## src/rtl/gouram_trace_arbiter.sv

```systemverilog
// Round-robin arbiter sharing one trace sink between several gouram tracers.
// One-entry slot per source, registered valid/ready output, saturating drop count.
module gouram_trace_arbiter #(
  parameter int NUM_SRC     = 4,
  parameter int TRACE_WIDTH = 128,
  parameter int CNT_WIDTH   = 16,
  localparam int SRC_W      = $clog2(NUM_SRC)
) (
  input  logic                           clk,
  input  logic                           rst_n,
  input  logic                           enable_i,
  input  logic [NUM_SRC-1:0]             src_valid_i,
  input  logic [NUM_SRC*TRACE_WIDTH-1:0] src_data_i,
  output logic                           out_valid_o,
  input  logic                           out_ready_i,
  output logic [TRACE_WIDTH-1:0]         out_data_o,
  output logic [SRC_W-1:0]               out_src_o,
  output logic [NUM_SRC-1:0]             overflow_o,
  output logic [CNT_WIDTH-1:0]           drop_count_o,
  input  logic                           clear_i
);

  localparam int SW = CNT_WIDTH + SRC_W + 1;
  localparam logic [CNT_WIDTH-1:0] CNT_MAX = '1;

  logic [NUM_SRC-1:0]     slot_full;
  logic [TRACE_WIDTH-1:0] slot_data [NUM_SRC];
  logic [SRC_W-1:0]       last_grant;

  logic                   free;
  logic                   gnt_valid;
  logic [SRC_W-1:0]       gnt_idx;
  int                     cand;

  logic [NUM_SRC-1:0]     cap;
  logic [NUM_SRC-1:0]     drop;
  logic [SRC_W:0]         drop_num;
  logic [CNT_WIDTH-1:0]   cnt_base;
  logic [SW-1:0]          cnt_sum;
  logic [CNT_WIDTH-1:0]   cnt_nxt;

  assign free = !out_valid_o || out_ready_i;

  // First full slot after last_grant, wrapping to 0.
  always_comb begin
    gnt_valid = 1'b0;
    gnt_idx   = '0;
    cand      = 0;
    for (int i = 1; i <= NUM_SRC; i++) begin
      cand = (int'(last_grant) + i) % NUM_SRC;
      if (free && !gnt_valid && slot_full[SRC_W'(cand)]) begin
        gnt_valid = 1'b1;
        gnt_idx   = SRC_W'(cand);
      end
    end
  end

  // A slot being granted this edge may be refilled at the same edge.
  always_comb begin
    cap      = '0;
    drop     = '0;
    drop_num = '0;
    for (int k = 0; k < NUM_SRC; k++) begin
      if (enable_i && src_valid_i[k]) begin
        if (!slot_full[k] || (gnt_valid && gnt_idx == SRC_W'(k)))
          cap[k] = 1'b1;
        else
          drop[k] = 1'b1;
      end
      drop_num = drop_num + {{SRC_W{1'b0}}, drop[k]};
    end
  end

  always_comb begin
    cnt_base = clear_i ? '0 : drop_count_o;
    cnt_sum  = SW'(cnt_base) + SW'(drop_num);
    cnt_nxt  = (cnt_sum > SW'(CNT_MAX)) ? CNT_MAX
                                        : cnt_sum[CNT_WIDTH-1:0];
  end

  always_ff @(posedge clk or negedge rst_n) begin
    if (!rst_n) begin
      slot_full <= '0;
      for (int k = 0; k < NUM_SRC; k++)
        slot_data[k] <= '0;
    end else begin
      for (int k = 0; k < NUM_SRC; k++) begin
        if (cap[k]) begin
          slot_full[k] <= 1'b1;
          slot_data[k] <= src_data_i[k*TRACE_WIDTH +: TRACE_WIDTH];
        end else if (gnt_valid && gnt_idx == SRC_W'(k)) begin
          slot_full[k] <= 1'b0;
        end
      end
    end
  end

  always_ff @(posedge clk or negedge rst_n) begin
    if (!rst_n) begin
      out_valid_o <= 1'b0;
      out_data_o  <= '0;
      out_src_o   <= '0;
      last_grant  <= SRC_W'(NUM_SRC - 1);
    end else if (gnt_valid) begin
      out_valid_o <= 1'b1;
      out_data_o  <= slot_data[gnt_idx];
      out_src_o   <= gnt_idx;
      last_grant  <= gnt_idx;
    end else if (free) begin
      out_valid_o <= 1'b0;
    end
  end

  always_ff @(posedge clk or negedge rst_n) begin
    if (!rst_n) begin
      overflow_o   <= '0;
      drop_count_o <= '0;
    end else begin
      overflow_o   <= (clear_i ? '0 : overflow_o) | drop;
      drop_count_o <= cnt_nxt;
    end
  end

endmodule
```

## config.mk

```make
export PLATFORM = sky130hd
export DESIGN_NAME = gouram_trace_arbiter
export DESIGN_NICKNAME = d
export VERILOG_FILES = /design/src/rtl/gouram_trace_arbiter.sv
export SDC_FILE = /design/constraint.sdc
export NUM_CORES = 1
export LEC_CHECK = 0
export ABC_CLOCK_PERIOD_IN_PS = 11900
export BUFFER_PORTS_ARGS = -buffer_cell sky130_fd_sc_hd__buf_2
export CAP_MARGIN = 5
export CORE_AREA = 4 4 256 258
export CTS_CLUSTER_DIAMETER = 80
export DETAILED_ROUTE_END_ITERATION = 10
export DIE_AREA = 0 0 260 262
export PLACE_DENSITY = 0.68
export RECOVER_POWER = 50
export SETUP_SLACK_MARGIN = 0.02
export SYNTH_ARGS = -nofsm -noshare
export SYNTH_HDL_FRONTEND = slang
export SYNTH_SLANG_ARGS = --single-unit
```

## constraint.sdc

```tcl
create_clock -name clk -period 11.9 [get_ports clk]
set_input_delay 0.595 -clock clk [delete_from_list [all_inputs] [get_ports clk]]
set_output_delay 0.595 -clock clk [all_outputs]
set_load 0.1 [all_outputs]
```

# ---- After elaboration in Yosys (flattened, before gate mapping)
# Index checks and enable logic that the tools add are counted.
dict set report op_classes {
  add_sub_neg 8
  order_cmp 6
  eq_ne 3
  mux 52
  bitwise_logic 2
  reduce_logical 34
}
# cell n
set op_table {}
lappend op_table {{$bmux W128 S2} 1}
lappend op_table {{$mux W128} 2}
lappend op_table {{$mux W1} 38}
lappend op_table {{$mux W16} 2}
lappend op_table {{$add A16 B3 Y17} 1}
lappend op_table {{$gt A17 B16 Y1 const B} 1}
lappend op_table {{$lt A2 B4 Y1 const B} 4}
lappend op_table {{$logic_and A1 B1 Y1} 15}
lappend op_table {{$reduce_bool A2 Y1} 5}
lappend op_table {{$bmux W1 S2} 4}
lappend op_table {{$logic_not A1 Y1} 8}
lappend op_table {{$mux W2} 4}
lappend op_table {{$logic_or A1 B1 Y1} 5}
lappend op_table {{$add A2 B1 Y2 const B} 2}
lappend op_table {{$add A2 B2 Y2 const B} 2}
lappend op_table {{$eq A2 B2 Y1 const B} 2}
lappend op_table {{$mux W4} 1}
lappend op_table {{$or A4 B4 Y4} 1}
lappend op_table {{$add A2 B1 Y3} 1}
lappend op_table {{$add A3 B1 Y3} 1}
lappend op_table {{$ge A3 B3 Y1 const B} 1}
lappend op_table {{$not A2 Y3} 1}
lappend op_table {{$add A1 B1 Y2} 1}
lappend op_table {{$eq A2 B1 Y1 const B} 1}
lappend op_table {{$logic_not A2 Y1} 1}
dict set report word_totals {
  reg_bits 669
  in_bits 521
}

# ---- Depth between registers and ports, before layout
# Gate-level depths: netlist (run 1).
dict set report depth {
  word_depth 29
  depth_mapped 18
}

# ---- Least setup slack after synthesis (run 1)
# No wires, ideal clock.
dict set report synth_path {
  path_kind {reg-to-reg}
  startpoint {register out_valid_o}
  endpoint {register drop_count_o[10]}
  setup_time_ps 139
  t_arrival_ps 4414
  required_ps 11761
  path_slack_ps 7347
  stages_incl_launch_ff 17
  n_path_buf 1
  path_cell_list {dfrtp_1 nor2b_1 o41a_1 o21a_2 o221ai_2 nand4_1 fa_1 inv_1 fa_1 fa_1 nand3_1 nor2_1 and3b_1 nand4_1 or3_1 clkbuf_1 o21ai_0}
}
dict set report synth_between {
  elab_chain_cells 27
  word_cells_on_any_way 46
}
# item line_no
set synth_rtl {}
lappend synth_rtl {{start: declaration} 14} ;# output logic out_valid_o,
lappend synth_rtl {{start signal: assignment} 100} ;# out_valid_o <= 1'b0;
lappend synth_rtl {{start signal: assignment} 105} ;# out_valid_o <= 1'b1;
lappend synth_rtl {{start signal: assignment} 110} ;# out_valid_o <= 1'b0;
lappend synth_rtl {{$logic_not A1 Y1 (*)} 42} ;# assign free = !out_valid_o || out_ready_i;
lappend synth_rtl {{$logic_or A1 B1 Y1 (*)} 42}
lappend synth_rtl {{$logic_and A1 B1 Y1} 51} ;# if (free && !gnt_valid && slot_full[SRC_W'(cand)]) begin
lappend synth_rtl {{$mux W1} 51}
lappend synth_rtl {{$logic_not A1 Y1} 51}
lappend synth_rtl {{$logic_and A1 B1 Y1 (2 in series)} 51}
lappend synth_rtl {{$mux W1} 51}
lappend synth_rtl {{$logic_not A1 Y1} 51}
lappend synth_rtl {{[... 11 more ...]} --}
lappend synth_rtl {{$mux W1} 64} ;# if (enable_i && src_valid_i[k]) begin
lappend synth_rtl {{$add A1 B1 Y2} 70} ;# drop_num = drop_num + {{SRC_W{1'b0}}, drop[k]};
lappend synth_rtl {{$add A2 B1 Y3} 70}
lappend synth_rtl {{$add A3 B1 Y3 (*)} 70}
lappend synth_rtl {{$add A16 B3 Y17 (*)} 76} ;# cnt_sum = SW'(cnt_base) + SW'(drop_num);
lappend synth_rtl {{$gt A17 B16 Y1} 77} ;# cnt_nxt = (cnt_sum > SW'(CNT_MAX)) ? CNT_MAX
lappend synth_rtl {{$mux W16 (*)} 77}
lappend synth_rtl {{net cnt_nxt[10]} 40} ;# logic [CNT_WIDTH-1:0] cnt_nxt;
lappend synth_rtl {{end signal: assignment} 120} ;# drop_count_o <= cnt_nxt;
lappend synth_rtl {{end: declaration} 19} ;# output logic [CNT_WIDTH-1:0] drop_count_o,
# Mark *: on every way through the listed nets, which the timed path passes. The rest lies on a longest branch.
# A chain may end at the register's enable or synchronous reset.

# ---- Worst setup path after layout (run 1)
dict set report layout_path {
  startpoint {register last_grant[1]}
  endpoint {register drop_count_o[3]}
}
dict set report layout_between {
  elab_chain_cells 29
  word_cells_on_any_way 60
}
# item line_no
set layout_rtl {}
lappend layout_rtl {{start: declaration} 28} ;# logic [SRC_W-1:0] last_grant;
lappend layout_rtl {{start signal: assignment} 103} ;# last_grant <= SRC_W'(NUM_SRC - 1);
lappend layout_rtl {{start signal: assignment} 108} ;# last_grant <= gnt_idx;
lappend layout_rtl {{$add A2 B1 Y2} 50} ;# cand = (int'(last_grant) + i) % NUM_SRC;
lappend layout_rtl {{$bmux W1 S2} 51}
lappend layout_rtl {{$mux W1 (not written as such) (2 in series)} 51}
lappend layout_rtl {{$logic_and A1 B1 Y1} 51}
lappend layout_rtl {{$mux W1} 51}
lappend layout_rtl {{$logic_not A1 Y1} 51}
lappend layout_rtl {{$logic_and A1 B1 Y1 (2 in series)} 51}
lappend layout_rtl {{$mux W1} 51}
lappend layout_rtl {{[... 12 more ...]} --}
lappend layout_rtl {{$mux W1} 64}
lappend layout_rtl {{$add A1 B1 Y2} 70}
lappend layout_rtl {{$add A2 B1 Y3} 70}
lappend layout_rtl {{$add A3 B1 Y3 (*)} 70}
lappend layout_rtl {{$add A16 B3 Y17 (*)} 76}
lappend layout_rtl {{$gt A17 B16 Y1} 77}
lappend layout_rtl {{$mux W16 (*)} 77}
lappend layout_rtl {{net cnt_nxt[3]} 40}
# Mark *: on every way through the listed nets, which the timed path passes. The rest lies on a longest branch. The select of a mux whose other input is x is not followed.

==> results of run 1 <==
-- registers in the layout, indices dropped and copies added (netlist names) --
register      flops
out_data_o      128
out_src_o         2
slot_data       512
out_valid_o       1
last_grant        2
drop_count_o     16
slot_full         4
overflow_o        4
-- per-layer routing --
| layer | vias up | track usage |
|---|---|---|
| met2 | 708 | 0.414 |
| met3 | 228 | 0.0759 |
| met1 | 10471 | 0.307 |
| met5 | - | 0 |
| li1 | 8874 | - |
| met4 | 42 | 0.109 |
-- critical path: stages, from the launching register on --
cell and delay, ns:
sky130_fd_sc_hd__dfstp_1 0.74, sky130_fd_sc_hd__nand2b_1 0.20, sky130_fd_sc_hd__o211ai_1 0.13, sky130_fd_sc_hd__o21ai_0 1.98, sky130_fd_sc_hd__clkbuf_1 1.12, sky130_fd_sc_hd__o211ai_2 0.33
sky130_fd_sc_hd__nand4_1 0.23, sky130_fd_sc_hd__fa_1 0.44, sky130_fd_sc_hd__inv_1 0.09, sky130_fd_sc_hd__fa_1 0.21, sky130_fd_sc_hd__fa_1 0.25, sky130_fd_sc_hd__nand3_1 0.08
sky130_fd_sc_hd__nor2_1 0.15, sky130_fd_sc_hd__and3b_1 0.27, sky130_fd_sc_hd__nand4_1 0.17, sky130_fd_sc_hd__or3_1 0.57, sky130_fd_sc_hd__o21ai_0 0.17
-- layout make-up --
type	instances	area (um^2)
fillers	5337	28100
flip-flops and latches	669	16700
multi-input cells	1263	11000
repair buffers	696	3390
clock buffers	109	2190
well taps	846	1060
clock inverters	19	277
diodes	53	133
inverters	8	30.0
-- report_power, final --
part	leakage (nW)	switching, mW	total, mW	internal (mW)
clock	1.21	0.913	2.32	1.40
combinational	6.86	3.54	5.15	1.61
sequential	7.98	0.626	4.05	3.43
total	16.1	5.07	11.5	6.45
-- path summary, 6_finish.rpt --
path,endpoint,depth (start not counted),start
worst min-delay path,slot_data[382],2,src_data_i[254]
worst max-delay path,drop_count_o[3],16,last_grant[1]
max in group asynchronous,slot_data[439],3,rst_n
min in group asynchronous,slot_data[254],1,rst_n
worst min register to register,slot_data[316],1,slot_data[316]
worst max register to register,drop_count_o[3],16,last_grant[1]
-- cells in the final DEF, fill, tap and decap left out, types with 3 or more instances in the layout --
cell type	instances
sky130_fd_sc_hd__nand4_1	4
sky130_fd_sc_hd__mux2_2	136
sky130_fd_sc_hd__inv_1	8
sky130_fd_sc_hd__o221ai_1	81
sky130_fd_sc_hd__nand2b_1	9
sky130_fd_sc_hd__nor2_4	3
sky130_fd_sc_hd__mux2i_1	160
sky130_fd_sc_hd__a211oi_1	49
sky130_fd_sc_hd__nor2_1	58
sky130_fd_sc_hd__o21ai_0	14
sky130_fd_sc_hd__dfrtp_1	667
sky130_fd_sc_hd__buf_2	519
sky130_fd_sc_hd__nand2_1	207
sky130_fd_sc_hd__clkinv_2	8
sky130_fd_sc_hd__mux2_4	20
sky130_fd_sc_hd__bufinv_16	6
sky130_fd_sc_hd__clkbuf_16	75
sky130_fd_sc_hd__fa_1	3
sky130_fd_sc_hd__a311oi_1	49
sky130_fd_sc_hd__a21oi_4	4
sky130_fd_sc_hd__nor2b_1	7
sky130_fd_sc_hd__and3_1	51
sky130_fd_sc_hd__xnor2_1	3
sky130_fd_sc_hd__clkbuf_1	169
sky130_fd_sc_hd__diode_2	53
sky130_fd_sc_hd__buf_4	20
sky130_fd_sc_hd__buf_12	3
sky130_fd_sc_hd__xor2_1	8
sky130_fd_sc_hd__clkbuf_8	19
sky130_fd_sc_hd__nand3_1	7
sky130_fd_sc_hd__mux2_1	356
-- per-stage QoR --
step                      setup slack (ns)  power, mW  utilization  hold slack [ns]
after floorplan                       7.35       8.05            -            0.299
after global placement                7.02       9.13        0.516            0.458
after detailed placement              6.93       9.32        0.516            0.466
after CTS                             6.96       11.7        0.555            0.100
after global routing                  3.62       12.1        0.553            0.181
final                                 4.65       11.5        0.554            0.203
-- logic make-up after synthesis --
group                    share of synthesized area
AND/OR/NAND/NOR                             0.0558
adder cells (fa/ha/maj)                    0.00252
XOR/XNOR                                   0.00335
flip-flops                                   0.582
buffers and inverters                       0.0359
AO/OA/AOI/OAI                               0.0612
multiplexers                                 0.259
==> impl_table.tex, run 1 <==
\begin{tabular}{lr}
\hline
Metric & Value \\
\hline
\multicolumn{2}{l}{\textbf{Logic synthesis}} \\
Leading register cell type out of synthesis & sky130\_fd\_sc\_hd\_\_dfrtp\_1 \\
Top-area cell type share of the netlist area & 0.581 \\
Total standard cell area after synthesis & 28800 um\^{}2 \\
Distinct cell type count of the synthesized netlist & 56 \\
Cells after Synth & 2090 \\
Number of nets in the synthesized netlist & 2615 \\
Number of synthesis warnings & 0 \\
Sequential cell area fraction in the yosys report & 0.582 \\
Async SR Flop Fraction & 1.00 \\
Dominant cell by count in the synthesized netlist & sky130\_fd\_sc\_hd\_\_dfrtp\_1 \\
Count of flip-flops with a built-in enable after synthesis & 0 \\
Post-synthesis area per instance & 13.8 um\^{}2 \\
Cell accounting for the most synthesized area & sky130\_fd\_sc\_hd\_\_dfrtp\_1 \\
Main area contributors after synthesis & sky130\_fd\_sc\_hd\_\_dfrtp\_1 (58\%), sky130\_fd\_sc\_hd\_\_mux2\_1 (14\%), sky130\_fd\_sc\_hd\_\_mux2i\_1 (5.6\%) \\
Top cells by instance count after synthesis & sky130\_fd\_sc\_hd\_\_dfrtp\_1 (667), sky130\_fd\_sc\_hd\_\_mux2\_1 (356), sky130\_fd\_sc\_hd\_\_nand2\_1 (209), sky130\_fd\_sc\_hd\_\_mux2i\_1 (160), sky130\_fd\_sc\_hd\_\_mux2\_2 (136) \\
Register bit count reported by yosys & 669 \\
\multicolumn{2}{l}{\textbf{Power and ir drop}} \\
Power density over the cells & 330 nW/um\^{}2 \\
Worst voltage drop across the vdd grid & 0.258 mV \\
Leakage Power & 16.1 nW \\
\multicolumn{2}{l}{\textbf{Clock tree}} \\
Clock tree root buffer cell & sky130\_fd\_sc\_hd\_\_clkbuf\_16 \\
Clock-pin slew reported for the worst setup and hold paths after clock tree synthesis & 0.07 ns \\
Clk buf depth & 3 \\
Cts bufs inserted & 72 \\
Clock tree from TritonCTS & built \\
Post-cts hold buffer count & 0 \\
Setup repair bufs after CTS & 0 \\
Clock Sink Count & 669 \\
Clock H-tree levels & 3 \\
Worst-Skew Late Latency & 0.59 ns \\
Count of instances resized after the clock tree is built & 0 \\
\multicolumn{2}{l}{\textbf{Setup path}} \\
Sort of element at the end of the critical path & register \\
Top fanout value on the critical path & 29 \\
WP data arrival & 7.75 ns \\
Critical path launch point type & register \\
Register-to-register setup slack & 4.65 ns \\
Worst EP required & 12.40 ns \\
Crit Path Class & register to register \\
\multicolumn{2}{l}{\textbf{Timing}} \\
Worst-case headroom to the max-slew limit & -3.51 \\
Total count of hold-check failures in the final report & 0 \\
Min Clock Period, post-route & 7.25 ns \\
FMAX & 0.138 GHz \\
Accumulated negative setup slack & 0 ns \\
Setup repair after global routing missed its margin & no \\
Number of failing setup endpoints in the final timing report & 0 \\
Clock skew after layout & 0.0215 ns \\
Share of the clock period used by the worst path after layout & 0.610 \\
Pin slew with the least headroom to its limit & 6.76 ns \\
Count of final max-slew check failures & 204 \\
\multicolumn{2}{l}{\textbf{Place}} \\
Number of buffers inserted by port buffering & 671 \\
Dpl hpwl & 60300 um \\
Dpl cell area & 32500 um\^{}2 \\
Weighted congestion reported at the end of routability-driven placement & 0.862 \\
\# placed instances & 3482 \\
\multicolumn{2}{l}{\textbf{Floorplanning}} \\
Horizontal extent of the die & 260 um \\
Number of placement rows & 92 \\
Num ports & 672 \\
Die outline area & 68100 um\^{}2 \\
Initial core utilization & 0.457 \\
Die Y & 262 um \\
Total core area & 63000 um\^{}2 \\
\multicolumn{2}{l}{\textbf{Job}} \\
Max-cap check violation count & 4 \\
\multicolumn{2}{l}{\textbf{Drt}} \\
Post-DR vias/cell & 5.55 \\
Final routed wirelength across all metal layers & 88100 um \\
Post-DRT Antenna Nets & 0 \\
Met3 wire length & 6660 um \\
Length of the first detailed-routing pass in iterations & 4 \\
DRC violations left & 0 \\
Detailed-routed wire length on met2 & 43200 um \\
First DRT Iteration DRCs & 1127 \\
Post-detailed-route wirelength per cell & 24.1 um \\
Met1 Routed Length & 34700 um \\
Number of vias in the routed layout & 20323 \\
Uppermost layer routed & met5 \\
\multicolumn{2}{l}{\textbf{Run status}} \\
Result of the run & finished with violations \\
Failing checks & capacitance limit, slew limit \\
\multicolumn{2}{l}{\textbf{Global routing}} \\
Pin count of the biggest net entering global routing & 186 \\
Antenna violations before repair & 71 \\
Global-route wire length before repair & 132000 um \\
Via count of the first global-routing pass & 21817 \\
GRT overflow & 0 \\
GRT Util Overall & 0.250 \\
\multicolumn{2}{l}{\textbf{Cells and area}} \\
Area of all placed cells without fillers & 34900 um\^{}2 \\
Non-filler cells, final & 3663 \\
Fraction of final layout cells with drive strength greater than 1 & 0.301 \\
Total number of nets in the final design & 3235 \\
Synthesis-to-layout area growth & 21.3\% \\
\multicolumn{2}{l}{\textbf{Hold path}} \\
Worst Hold Class & primary input to register \\
\hline
\end{tabular}
Power figures use the tool's default switching activity.
==> run 2: changes to the inputs <==
ABC_CLOCK_PERIOD_IN_PS = 6250   (was 11900)
CORE_AREA = 4 4 262 264   (was 4 4 256 258)
DIE_AREA = 0 0 266 268   (was 0 0 260 262)
clock period = 6.25 ns   (was 11.9 ns; I/O delays follow)
==> impl_table.tex, run 2 (same netlist as run 1, synthesis figures left out) <==
\begin{tabular}{lr}
\hline
Metric & Value \\
\hline
\multicolumn{2}{l}{\textbf{Drt}} \\
First DRT Iteration DRCs & 1515 \\
DRC violations left & 0 \\
Number of vias in the routed layout & 22870 \\
Final routed wirelength across all metal layers & 95900 um \\
Post-DR vias/cell & 5.47 \\
Length of the first detailed-routing pass in iterations & 7 \\
Post-DRT Antenna Nets & 0 \\
Post-detailed-route wirelength per cell & 22.9 um \\
\multicolumn{2}{l}{\textbf{Setup path}} \\
Crit-path slowest cell & sky130\_fd\_sc\_hd\_\_nor4\_1 \\
CP dominant cell by count & sky130\_fd\_sc\_hd\_\_fa\_1 \\
Sort of element at the end of the critical path & register \\
Buffers plus inverters on the worst setup path & 2 \\
Crit-path leading delay family & simple AND/OR/NAND/NOR gates \\
Worst EP required & 6.69 ns \\
Critical path launch point type & register \\
Biggest cell delay along the critical path & 0.68 ns \\
WP data arrival & 5.26 ns \\
Crit Path Class & register to register \\
Top fanout value on the critical path & 51 \\
Register-to-register setup slack & 1.42 ns \\
CP Cell Sequence & nor4\_1 > nor2\_4 > buf\_4 > o221ai\_2 > nand4\_1 > fa\_1 > inv\_1 > fa\_1 > fa\_1 > nand3\_1 > nor2\_1 > and3b\_1 > nand4\_1 > or3\_1 > o21ai\_0 \\
\multicolumn{2}{l}{\textbf{Cells and area}} \\
Most common library cell in the layout ignoring fill and taps & sky130\_fd\_sc\_hd\_\_dfrtp\_1 \\
Commonest cells after routing, fill and taps aside & sky130\_fd\_sc\_hd\_\_dfrtp\_1 (667), sky130\_fd\_sc\_hd\_\_buf\_2 (519), sky130\_fd\_sc\_hd\_\_dlygate4sd3\_1 (514) \\
Fraction of final layout cells with drive strength greater than 1 & 0.256 \\
Most flop-heavy register & slot\_data \\
Total number of nets in the final design & 3751 \\
Final standard cell utilization of the core & 0.603 \\
Non-filler cells, final & 4184 \\
Max FFs per register & 512 \\
Synthesis-to-layout area growth & 39.6\% \\
Largest registers & slot\_data (512), out\_data\_o (128), drop\_count\_o (16) \\
\multicolumn{2}{l}{\textbf{Hold path}} \\
Worst Hold Class & primary input to register \\
\multicolumn{2}{l}{\textbf{Power and ir drop}} \\
Overall power after layout & 22.6 mW \\
Power density over the cells & 562 nW/um\^{}2 \\
Leakage Power & 18.3 nW \\
Worst voltage drop across the vdd grid & 0.493 mV \\
\multicolumn{2}{l}{\textbf{Timing}} \\
Clock skew after layout & 0.0260 ns \\
Share of the clock period used by the worst path after layout & 0.772 \\
Number of failing setup endpoints in the final timing report & 0 \\
Total count of hold-check failures in the final report & 0 \\
Setup repair after global routing missed its margin & no \\
Min Clock Period, post-route & 4.83 ns \\
FMAX & 0.207 GHz \\
Pin slew with the least headroom to its limit & 2.82 ns \\
Count of final max-slew check failures & 145 \\
Setup ws final & 1.42 ns \\
Accumulated negative setup slack & 0 ns \\
Worst-case headroom to the max-slew limit & -0.880 \\
\multicolumn{2}{l}{\textbf{Floorplanning}} \\
Num ports & 672 \\
Horizontal extent of the die & 266 um \\
Die Y & 268 um \\
Number of placement rows & 95 \\
Initial core utilization & 0.432 \\
Total core area & 66600 um\^{}2 \\
Die outline area & 71300 um\^{}2 \\
\multicolumn{2}{l}{\textbf{Place}} \\
\# placed instances & 3510 \\
Number of buffers inserted by port buffering & 671 \\
Dpl hpwl & 58600 um \\
Worst Setup Slack post-DPL & 1.41 ns \\
Weighted congestion reported at the end of routability-driven placement & 0.826 \\
\multicolumn{2}{l}{\textbf{Global routing}} \\
Via count of the first global-routing pass & 25225 \\
GRT Util Overall & 0.262 \\
Pin count of the biggest net entering global routing & 185 \\
GRT overflow & 0 \\
Antenna violations before repair & 23 \\
Global-route wire length before repair & 147000 um \\
\multicolumn{2}{l}{\textbf{Clock tree}} \\
Clock Sink Count & 669 \\
Clock tree from TritonCTS & built \\
Clock tree root buffer cell & sky130\_fd\_sc\_hd\_\_clkbuf\_16 \\
Clock H-tree levels & 3 \\
Worst-Skew Late Latency & 0.61 ns \\
Clk buf depth & 3 \\
Clock-pin slew reported for the worst setup and hold paths after clock tree synthesis & 0.06 ns \\
Setup repair bufs after CTS & 0 \\
Cts bufs inserted & 73 \\
\multicolumn{2}{l}{\textbf{Run status}} \\
Failing checks & capacitance limit, slew limit \\
Result of the run & finished with violations \\
\multicolumn{2}{l}{\textbf{Job}} \\
Max-cap check violation count & 3 \\
\hline
\end{tabular}
## run 2: cell types whose count changed in the layout (fill, tap and decap cells not counted), moves of 2 or more
cell	previous run	this run
sky130_fd_sc_hd__clkbuf_16	75	73
sky130_fd_sc_hd__dlygate4sd3_1	0	514
sky130_fd_sc_hd__diode_2	53	25
sky130_fd_sc_hd__buf_4	20	15
sky130_fd_sc_hd__buf_12	3	8
sky130_fd_sc_hd__clkbuf_8	19	23
sky130_fd_sc_hd__bufinv_16	6	4
sky130_fd_sc_hd__inv_6	1	4
sky130_fd_sc_hd__inv_16	0	3
## run 2: final cells by class
type	count	area, um^2
Tap cell	873	1090
Timing Repair Buffer	1211	8610
Antenna cell	25	62.6
Clock buffer	111	2200
Multi-Input combinational cell	1263	11100
Fill cell	4985	26400
Inverter	8	30.0
Clock inverter	24	325
Sequential cell	669	16700
## run 2: final timing paths
check / startpoint / to / depth (start not counted)
max: slot_full[3] / drop_count_o[13] / 15
min: src_valid_i[2] / slot_full[2] / 3
max reg2reg: slot_full[3] / drop_count_o[13] / 15
min reg2reg: slot_data[362] / slot_data[362] / 1
max in group asynchronous: rst_n / slot_data[118] / 3
min in group asynchronous: rst_n / out_data_o[109] / 2
## run 2: metal layers
layer	wire length, um	GRT usage
met5	41	0
met1	37100	0.316
met2	47800	0.447
met3	6560	0.0638
met4	4350	0.120
## run 2: tightest hold or removal path, stage by stage
cell	delay, ns
sky130_fd_sc_hd__buf_2	0.08
sky130_fd_sc_hd__nand2_1	0.13
sky130_fd_sc_hd__nand2_1	0.10
## run 2: report_power, final
| part | internal (mW) | switching (mW) |
|---|---|---|
| registers | 6.53 | 1.27 |
| logic | 3.30 | 6.99 |
| clock network | 2.63 | 1.84 |
| total | 12.5 | 10.1 |
## run 2: metrics by stage
| stage | hold WS [ns] | instance area [um^2] |
|---|---|---|
| final | 0.0622 | 40100 |
| after global routing | 0.0447 | 40100 |
| after CTS | 0.0138 | 40300 |
| after detailed placement | 0.424 | 32600 |
| after global placement | 0.407 | 32600 |
| after floorplan | 0.0169 | 28800 |
## run 2: what timing repair did
item	CTS	global route
hold endpoints to repair	609	0
setup endpoints to repair	0	0
hold buffers	514	0
resized for setup	0	0
